===== config.mk =====
export PLATFORM = sky130hd
export DESIGN_NAME = pipelined_shifter
export DESIGN_NICKNAME = d
export VERILOG_FILES = /design/src/rtl/shifter_pkg.sv /design/src/rtl/shift_level.sv /design/src/rtl/pipelined_shifter.sv
export SDC_FILE = /design/constraint.sdc
export NUM_CORES = 1
export LEC_CHECK = 0
export BUFFER_PORTS_ARGS = -buffer_cell sky130_fd_sc_hd__buf_2
export CAP_MARGIN = 20
export CORE_UTILIZATION = 60
export DETAILED_ROUTE_END_ITERATION = 7
export PLACE_DENSITY_LB_ADDON = 0.3
export SETUP_SLACK_MARGIN = 0.02
export SKIP_LAST_GASP = 1
export SYNTH_ARGS = -nofsm -noshare
export SYNTH_HDL_FRONTEND = slang
export SYNTH_SLANG_ARGS = --single-unit

===== constraint.sdc =====
create_clock -name clk -period 2.8 [get_ports clk]
set_clock_uncertainty 0.2 [all_clocks]
set_input_delay 0.14 -clock clk [delete_from_list [all_inputs] [get_ports clk]]
set_output_delay 0.14 -clock clk [all_outputs]
set_load 0.02 [all_outputs]

===== src/rtl/shifter_pkg.sv =====
// rtl/shifter_pkg.sv - op codes and op classification helpers for the pipelined shifter
package shifter_pkg;

  typedef logic [2:0] op_t;

  localparam op_t OP_SLL = 3'b000;
  localparam op_t OP_SRL = 3'b001;
  localparam op_t OP_SRA = 3'b010;
  localparam op_t OP_ROL = 3'b011;
  localparam op_t OP_ROR = 3'b100;

  function automatic logic is_right(op_t op);
    return (op == OP_SRL) || (op == OP_SRA) || (op == OP_ROR);
  endfunction

  function automatic logic is_rot(op_t op);
    return (op == OP_ROL) || (op == OP_ROR);
  endfunction

  // Codes above OP_ROR are pass-through
  function automatic logic is_shift_op(op_t op);
    return op <= OP_ROR;
  endfunction

endpackage


===== src/rtl/shift_level.sv =====
// rtl/shift_level.sv - one combinational mux level: shift/rotate by DIST or pass through
module shift_level
  import shifter_pkg::*;
#(
  parameter int WIDTH = 16,
  parameter int DIST  = 1
) (
  input  logic [WIDTH-1:0] data,
  input  logic             en,
  input  op_t              op,
  input  logic             fill,
  output logic [WIDTH-1:0] result
);

  logic [WIDTH-1:0] sh_left;
  logic [WIDTH-1:0] sh_right;
  logic [WIDTH-1:0] rot_left;
  logic [WIDTH-1:0] rot_right;

  // fill is already 0 for everything except SRA with a negative operand
  assign sh_left   = {data[WIDTH-1-DIST:0], {DIST{1'b0}}};
  assign sh_right  = {{DIST{fill}}, data[WIDTH-1:DIST]};
  assign rot_left  = {data[WIDTH-1-DIST:0], data[WIDTH-1 -: DIST]};
  assign rot_right = {data[DIST-1:0], data[WIDTH-1:DIST]};

  always_comb begin
    result = data;
    if (en && is_shift_op(op)) begin
      if (is_rot(op)) begin
        result = is_right(op) ? rot_right : rot_left;
      end else begin
        result = is_right(op) ? sh_right : sh_left;
      end
    end
  end

endmodule


===== src/rtl/pipelined_shifter.sv =====
// rtl/pipelined_shifter.sv - pipelined barrel shift/rotate unit with valid/ready flow and tag passthrough
module pipelined_shifter
  import shifter_pkg::*;
#(
  parameter int WIDTH        = 16,
  parameter int LVLS_PER_STG = 2,
  parameter int TAG_W        = 4,
  localparam int CNT_W       = $clog2(WIDTH)
) (
  input  logic             clk,
  input  logic             rst_n,
  input  logic             in_valid,
  output logic             in_ready,
  input  logic [WIDTH-1:0] in_data,
  input  logic [CNT_W-1:0] in_cnt,
  input  op_t              in_op,
  input  logic [TAG_W-1:0] in_tag,
  output logic             out_valid,
  input  logic             out_ready,
  output logic [WIDTH-1:0] out_data,
  output logic [TAG_W-1:0] out_tag,
  output logic             out_zero
);

  localparam int NSTG = (CNT_W + LVLS_PER_STG - 1) / LVLS_PER_STG;

  // Index s is the input side of stage s; index s+1 is the register of stage s.
  logic [WIDTH-1:0] stg_data  [NSTG+1];
  logic [TAG_W-1:0] stg_tag   [NSTG+1];
  logic             stg_valid [NSTG+1];
  logic             stg_ld    [NSTG+1];
  logic [CNT_W-1:0] stg_cnt   [NSTG];
  op_t              stg_op    [NSTG];
  logic             stg_fill  [NSTG];

  assign stg_data[0]  = in_data;
  assign stg_tag[0]   = in_tag;
  assign stg_valid[0] = in_valid;
  assign stg_cnt[0]   = in_cnt;
  assign stg_op[0]    = in_op;
  assign stg_fill[0]  = (in_op == OP_SRA) && in_data[WIDTH-1];
  assign stg_ld[NSTG] = out_ready;

  for (genvar s = 0; s < NSTG; s++) begin : g_stg
    localparam int LO = s * LVLS_PER_STG;
    localparam int HI = ((s + 1) * LVLS_PER_STG < CNT_W) ? (s + 1) * LVLS_PER_STG : CNT_W;

    logic [WIDTH-1:0] chain [HI-LO+1];
    logic             valid_q;
    logic [WIDTH-1:0] data_q;
    logic [TAG_W-1:0] tag_q;

    assign chain[0] = stg_data[s];

    for (genvar k = LO; k < HI; k++) begin : g_lvl
      shift_level #(
        .WIDTH (WIDTH),
        .DIST  (1 << k)
      ) u_level (
        .data   (chain[k-LO]),
        .en     (stg_cnt[s][k]),
        .op     (stg_op[s]),
        .fill   (stg_fill[s]),
        .result (chain[k-LO+1])
      );
    end

    // Load when empty or when the current contents move on this cycle
    assign stg_ld[s] = !stg_valid[s+1] || stg_ld[s+1];

    always_ff @(posedge clk or negedge rst_n) begin
      if (!rst_n) begin
        valid_q <= 1'b0;
        data_q  <= '0;
        tag_q   <= '0;
      end else if (stg_ld[s]) begin
        valid_q <= stg_valid[s];
        if (stg_valid[s]) begin
          data_q <= chain[HI-LO];
          tag_q  <= stg_tag[s];
        end
      end
    end

    assign stg_valid[s+1] = valid_q;
    assign stg_data[s+1]  = data_q;
    assign stg_tag[s+1]   = tag_q;

    if (s < NSTG - 1) begin : g_ctl
      logic [CNT_W-1:0] cnt_q;
      op_t              op_q;
      logic             fill_q;

      always_ff @(posedge clk or negedge rst_n) begin
        if (!rst_n) begin
          cnt_q  <= '0;
          op_q   <= OP_SLL;
          fill_q <= 1'b0;
        end else if (stg_ld[s] && stg_valid[s]) begin
          cnt_q  <= stg_cnt[s];
          op_q   <= stg_op[s];
          fill_q <= stg_fill[s];
        end
      end

      assign stg_cnt[s+1]  = cnt_q;
      assign stg_op[s+1]   = op_q;
      assign stg_fill[s+1] = fill_q;
    end
  end

  assign in_ready  = stg_ld[0];
  assign out_valid = stg_valid[NSTG];
  assign out_data  = stg_data[NSTG];
  assign out_tag   = stg_tag[NSTG];
  assign out_zero  = ~|out_data;

endmodule


After elaboration in Yosys (flattened, before gate mapping)
Index checks and enable logic that the tools add are counted.
{"block": "totals", "ff_bits": 50, "input_bits": 31}
{"block": "classes", "eq_ne": 8, "reduce_logical": 20, "muxes": 15, "order_cmp": 2}
{"operator": "16-bit 2-to-1 mux", "count": 15}
{"operator": "16-bit OR reduction", "count": 1}
{"operator": "3-bit by 2-bit equality test with 1-bit output (second input constant)", "count": 4}
{"operator": "1-bit logical OR", "count": 8}
{"operator": "3-bit by 1-bit equality test with 1-bit output (second input constant)", "count": 2}
{"operator": "3-bit equality test (second input constant)", "count": 2}
{"operator": "3-bit <= comparator (second input constant)", "count": 2}
{"operator": "1-bit logical AND", "count": 6}
{"operator": "2-bit AND reduction", "count": 2}
{"operator": "1-bit zero test", "count": 3}

Depth between registers and ports, before layout
{"block": "logic_depth", "word_depth": 9, "ltp_mapped": 8, "depth_no_buf": 5}

Modules after synthesis
From an unflattened synthesis, not the netlist that was laid out.
{"block": "hier_totals", "cells_unflattened": 380, "area_unflattened_um2": 3777.4}
{"module": "pipelined_shifter", "area_per_inst_um2": 1964.4, "seq_area_each_um2": 1201.2, "cells_each": 110, "n_inst": 1}
{"module": "shift_level (g_stg[1].g_lvl[2].u_level)", "area_per_inst_um2": 590.6, "seq_area_each_um2": 0.0, "cells_each": 92, "n_inst": 1}
{"module": "shift_level (g_stg[0].g_lvl[0].u_level)", "area_per_inst_um2": 485.5, "seq_area_each_um2": 0.0, "cells_each": 72, "n_inst": 1}
{"module": "shift_level (g_stg[0].g_lvl[1].u_level)", "area_per_inst_um2": 471.7, "seq_area_each_um2": 0.0, "cells_each": 71, "n_inst": 1}
{"module": "shift_level (g_stg[1].g_lvl[3].u_level)", "area_per_inst_um2": 265.3, "seq_area_each_um2": 0.0, "cells_each": 35, "n_inst": 1}

Least setup slack after synthesis
OpenSTA, ideal clock, no wires.
{"block": "synth_timing", "kind": "register to register", "startpoint": "register g_stg[1].valid_q, in the netlist out_valid", "endpoint": "register g_stg[0].data_q[11]", "path_slack_ps": 891, "path_buffers": 1, "setup_ps": 124, "stages_incl_launch_ff": 7, "t_arrival_ps": 1585, "period_less_slack_ps": 1909, "required_ps": 2476, "path_cell_list": "dfrtp_1 nand3b_1 nand2_1 clkbuf_1 a21oi_1 a32oi_1 nand2_1"}
{"block": "synth_via", "elab_chain_len": 4}
{"element": "start, declared", "line": "pipelined_shifter.sv:49", "text": "logic valid_q;"}
{"element": "start signal, assigned", "line": "pipelined_shifter.sv:77", "text": "valid_q <= stg_valid[s];"}
{"element": "1-bit zero test", "line": "pipelined_shifter.sv:69", "text": "assign stg_ld[s] = !stg_valid[s+1] || stg_ld[s+1];"}
{"element": "1-bit logical OR (2 in a row)", "line": "pipelined_shifter.sv:69"}
{"element": "named net in_ready", "line": "pipelined_shifter.sv:13", "text": "output logic in_ready,"}
{"element": "2-bit AND reduction (no line)"}
{"element": "end signal, assigned", "line": "pipelined_shifter.sv:79", "text": "data_q <= chain[HI-LO];"}
{"element": "end, declared", "line": "pipelined_shifter.sv:50", "text": "logic [WIDTH-1:0] data_q;"}
The timed path passes the listed nets, and every way through them passes these cells.
A chain may end at the register's enable or synchronous reset.

Worst setup path in the final report
{"block": "layout_timing", "startpoint": "register g_stg[0].g_ctl.op_q[1]", "endpoint": "register g_stg[1].data_q[7], in the netlist out_data[7]"}
{"block": "layout_via", "elab_chain_len": 9, "word_cells_on_any_way": 17}
{"element": "start, declared", "line": "pipelined_shifter.sv:91", "text": "op_t op_q;"}
{"element": "start signal, assigned", "line": "pipelined_shifter.sv:101", "text": "op_q <= stg_op[s];"}
{"element": "3-bit by 1-bit equality test with 1-bit output or 3-bit by 2-bit equality test with 1-bit output (tied branches)"}
{"element": "1-bit logical OR", "line": "shifter_pkg.sv:13", "text": "return (op == OP_SRL) || (op == OP_SRA) || (op == OP_ROR);"}
{"element": "1-bit logical OR"}
{"element": "16-bit 2-to-1 mux, on equally long branches", "line": "shift_level.sv:32, shift_level.sv:30"}
{"element": "16-bit 2-to-1 mux", "line": "shift_level.sv:29", "text": "if (is_rot(op)) begin"}
{"element": "16-bit 2-to-1 mux", "line": "shift_level.sv:28", "text": "if (en && is_shift_op(op)) begin"}
{"element": "16-bit 2-to-1 mux", "line": "shift_level.sv:32", "text": "result = is_right(op) ? sh_right : sh_left;"}
{"element": "16-bit 2-to-1 mux", "line": "shift_level.sv:29"}
{"element": "16-bit 2-to-1 mux *", "line": "shift_level.sv:28"}
{"element": "end signal, assigned", "line": "pipelined_shifter.sv:79"}
{"element": "end, declared", "line": "pipelined_shifter.sv:50"}
Every way passes the cells marked *; elsewhere a longest branch is shown, timed or not.

==> flow_summary.yaml <==
outcome:
  status: "finished, violations left"
  violations: "design-rule violations"
yosys:
  synth.distinct_cells: 62
  ys_seq_area_frac: 0.327
  syn_avg_cell_area_um2: 8.25
  synth_warnings: 0
  synthArstFlopShare: 1.00
  synthCells: 445
  syn_nets: 476
  ys_ff_latch: 48
  syn_area_um2: 3670
  synth_edf_count: 0
  synth-main-ff-cell: "dfrtp_1"
power:
  switching_share: 0.400
  peakVddDrop_uv: 367
  internal_power_mw: 1.56
  p_comb_frac: 0.396
  switchingPower_mw: 1.04
  clock_power_share: 0.203
  pwr-share-seq: 0.401
  power.leakage_nw: 1.89
  p_per_area_nw_per_um2: 625
global_routing:
  grt_pass1_vias: 3528
  gr-total-overflow: 0
  grt_util_all_layers: 0.343
  grt_pass1_wl_um: 17100
  grt_max_degree: 49
  grt_antenna_before_repair: 0
cells_and_area:
  final_cells: 565
  diodes: 0
  multiInputGateArea_um2: 2230
  nNetsFinal: 520
  regArea_um2: 1200
  area_delta_synth_final_pct: 13.2
  n_fill_cell: 492
  final_layout_size_suffix_gt1_frac: 0.186
critical_path:
  r2r_slack_ns: 0.50
  r2r-start: "g_stg[0].g_ctl.op_q[1]$_DFFE_PN0P_"
  cp.required_ns: 2.81
  crit_end: "out_data[7]$_DFFE_PN0P_"
  rr_endpoint: "out_data[7]$_DFFE_PN0P_"
  worstSetupPathType: "reg -> reg"
  end_kind: "register"
  arrival_ns: 2.31
  start_kind: "register"
  rr_worst_depth: 4
  crit_fanout: 19
  cp-startpoint: "g_stg[0].g_ctl.op_q[1]$_DFFE_PN0P_"
job:
  cap_viol_max_count: 0
placement:
  port_buffers: 53
  place_congestion: 0.973
  dp_hpwl_um: 7740
  place_inst: 546
clocking:
  cts_tree: "yes"
  htreeDepth: 2
  insertion_delay_ns: 0.30
  path_clk_slew_ns: 0.09
  root_buffer: "clkbuf_8"
  cts.sinks: 48
  cts_buffer_depth: 2
  cts_buffers: 5
  ctsResizeCount: 0
hold_path:
  holdPathStages: 3
  hp-start: "in_cnt[1]"
  holdCritPathClass: "in -> reg"
drt:
  dr.pass1.iters: 7
  num_vias: 3795
  drtIter0Drc: 306
  antenna_left: 0
  wl_met1_um: 4300
  highest_layer: "met4"
  routed-wl-met2_um: 5170
  wl_met3_um: 644
  drcViolationCount: 1
  avgViaCountPerCell: 6.72
  drt-total-wl_um: 10500
  wire_per_inst_um: 18.6
floorplan:
  die_h_um: 80.2
  pin_count: 54
  rows: 28
  die_w_um: 80.2
  start_util: 0.620
  die_area_um2: 6440
  coreArea_um2: 5920
sta:
  slew_viol_final: 0
  hold_violations: 0
  setup_viol: 0
  worstMarginPinSlew_ns: 0.701
  finalCriticalPeriod_ns: 2.30
  maxClockFrequency_ghz: 0.435
  rsz0062_at_grt: "no"
  fin_tns_setup_ns: 0
  slew_headroom: 0.530
  layout_worst_path_cycle_share: 0.822
-- through the flow --
stage	util	hold WS [ns]	worst slack (ns)	total power, mW	cell area [µm²]
2_1_floorplan	-	-0.356	0.891	1.73	3670
3_3_place_gp	0.661	0.129	0.633	2.03	3920
3_5_place_dp	0.661	0.135	0.552	2.05	3920
4_1_cts	0.699	0.0822	0.536	2.59	4140
5_1_grt	0.702	0.111	0.299	2.76	4160
6_report	0.702	0.0946	0.499	2.60	4160
-- cell usage after synthesis, types with 2 or more instances --
library cell | count | area (µm²)
nand2_1 | 79 | 297
dfrtp_1 | 48 | 1200
o21ai_0 | 28 | 140
nor2_1 | 24 | 90.1
inv_1 | 19 | 71.3
o221ai_1 | 19 | 166
a21oi_1 | 17 | 85.1
clkbuf_1 | 16 | 60.1
mux2i_1 | 16 | 160
buf_2 | 15 | 75.1
a22oi_1 | 11 | 82.6
o22ai_1 | 10 | 62.6
o211ai_1 | 9 | 67.6
and2_1 | 8 | 50.1
nand2b_1 | 8 | 50.1
nand3_1 | 8 | 40.0
nor3_1 | 8 | 40.0
a221o_1 | 6 | 60.1
nand3b_1 | 6 | 45.0
a31oi_1 | 5 | 31.3
a32oi_1 | 5 | 43.8
nor2b_1 | 5 | 31.3
nor4_1 | 5 | 31.3
o211a_1 | 5 | 50.1
o21ai_1 | 5 | 25.0
o221a_2 | 5 | 56.3
a211o_1 | 3 | 26.3
a21o_1 | 3 | 22.5
a32o_1 | 3 | 30.0
buf_6 | 3 | 33.8
mux2_2 | 3 | 33.8
o21a_1 | 3 | 22.5
a211oi_1 | 2 | 15.0
a311oi_1 | 2 | 17.5
a31o_2 | 2 | 17.5
and3_1 | 2 | 12.5
nand4_1 | 2 | 12.5
o221ai_2 | 2 | 30.0
xnor2_2 | 2 | 32.5
-- worst min path at each step --
| stage | endpoint |
|---|---|
| detailed placement | g_stg[0].tag_q[3]$_DFFE_PN0P_ |
| floorplan | g_stg[0].data_q[0]$_DFFE_PN0P_ |
| CTS | g_stg[0].data_q[0]$_DFFE_PN0P_ |
| global route | g_stg[0].data_q[0]$_DFFE_PN0P_ |
| global placement | g_stg[0].g_ctl.cnt_q[3]$_DFFE_PN0P_ |
| finish | g_stg[0].data_q[0]$_DFFE_PN0P_ |
-- logic make-up (layout without fill, tap and decap cells) --
logic type | Yosys count | after routing | synth area share
xor gates and xnor gates | 4 | 4 | 0.0187
AOI/OAI and AO/OA | 155 | 155 | 0.319
and+or+nand+nor | 166 | 166 | 0.217
muxes | 19 | 19 | 0.0528
DFF | 48 | 48 | 0.327
buffers and inverters | 53 | 98 | 0.0654
-- metal layers --
metal  GRT usage  up-vias
met5           0        -
met4       0.188        0
met3      0.0489       35
met2       0.582      205
met1       0.416     1800
li1            -     1755
-- worst max-delay path: stages (launching register included) --
cell and delay (ns):
dfrtp_1 0.55, o21ai_1 0.38, and2_1 0.57, o21ai_0 0.27
o221ai_1 0.25
-- cell usage in the layout (no fill, tap or decap), drive strengths merged, types with 3 or more instances in the layout --
| master | instances |
|---|---|
| a211o | 3 |
| nor2 | 25 |
| o21a | 3 |
| nand3 | 8 |
| nand2 | 79 |
| a22oi | 11 |
| nand2b | 8 |
| a221o | 6 |
| inv | 19 |
| a21o | 3 |
| o211a | 5 |
| nor3 | 8 |
| buf | 61 |
| o221a | 5 |
| a32oi | 5 |
| o211ai | 9 |
| nor4 | 5 |
| and2 | 8 |
| a32o | 3 |
| xnor2 | 3 |
| dfrtp | 48 |
| nand3b | 6 |
| o221ai | 21 |
| a21oi | 17 |
| mux2 | 3 |
| clkbuf | 6 |
| o22ai | 10 |
| o21ai | 34 |
| dlygate4sd3 | 10 |
| nor2b | 5 |
| mux2i | 16 |
| a31oi | 5 |
-- flip-flops by register name, summed over array words and instances (netlist names), 2 cells and up --
register           flops
g_stg.tag_q            4
g_stg.g_ctl.cnt_q      2
out_tag                4
out_data              16
g_stg.g_ctl.op_q       3
g_stg.data_q          16
-- repair_timing --
action	in CTS	in global routing
hold buffers	10	0
setup buffers	0	0
hold endpoints to repair	57	0
-- final cells by class --
class,instances,share of cell area
timing repair buffer,71,0.105
clock buffer,6,0.0199
inverter,19,0.0172
tap,75,0.0226
clock inverter,2,0.00933
multi-input combinational,344,0.537
sequential,48,0.289
-- power by group through the flow --
stage	clock network [mW]	logic (mW)	registers [mW]
after floorplan	0	0.623	1.11
after global placement	0	0.983	1.05
after detailed placement	0	1.00	1.05
after CTS	0.536	1.02	1.04
after global routing	0.566	1.13	1.06
final	0.528	1.03	1.04
(Power assumes the default switching activity.)
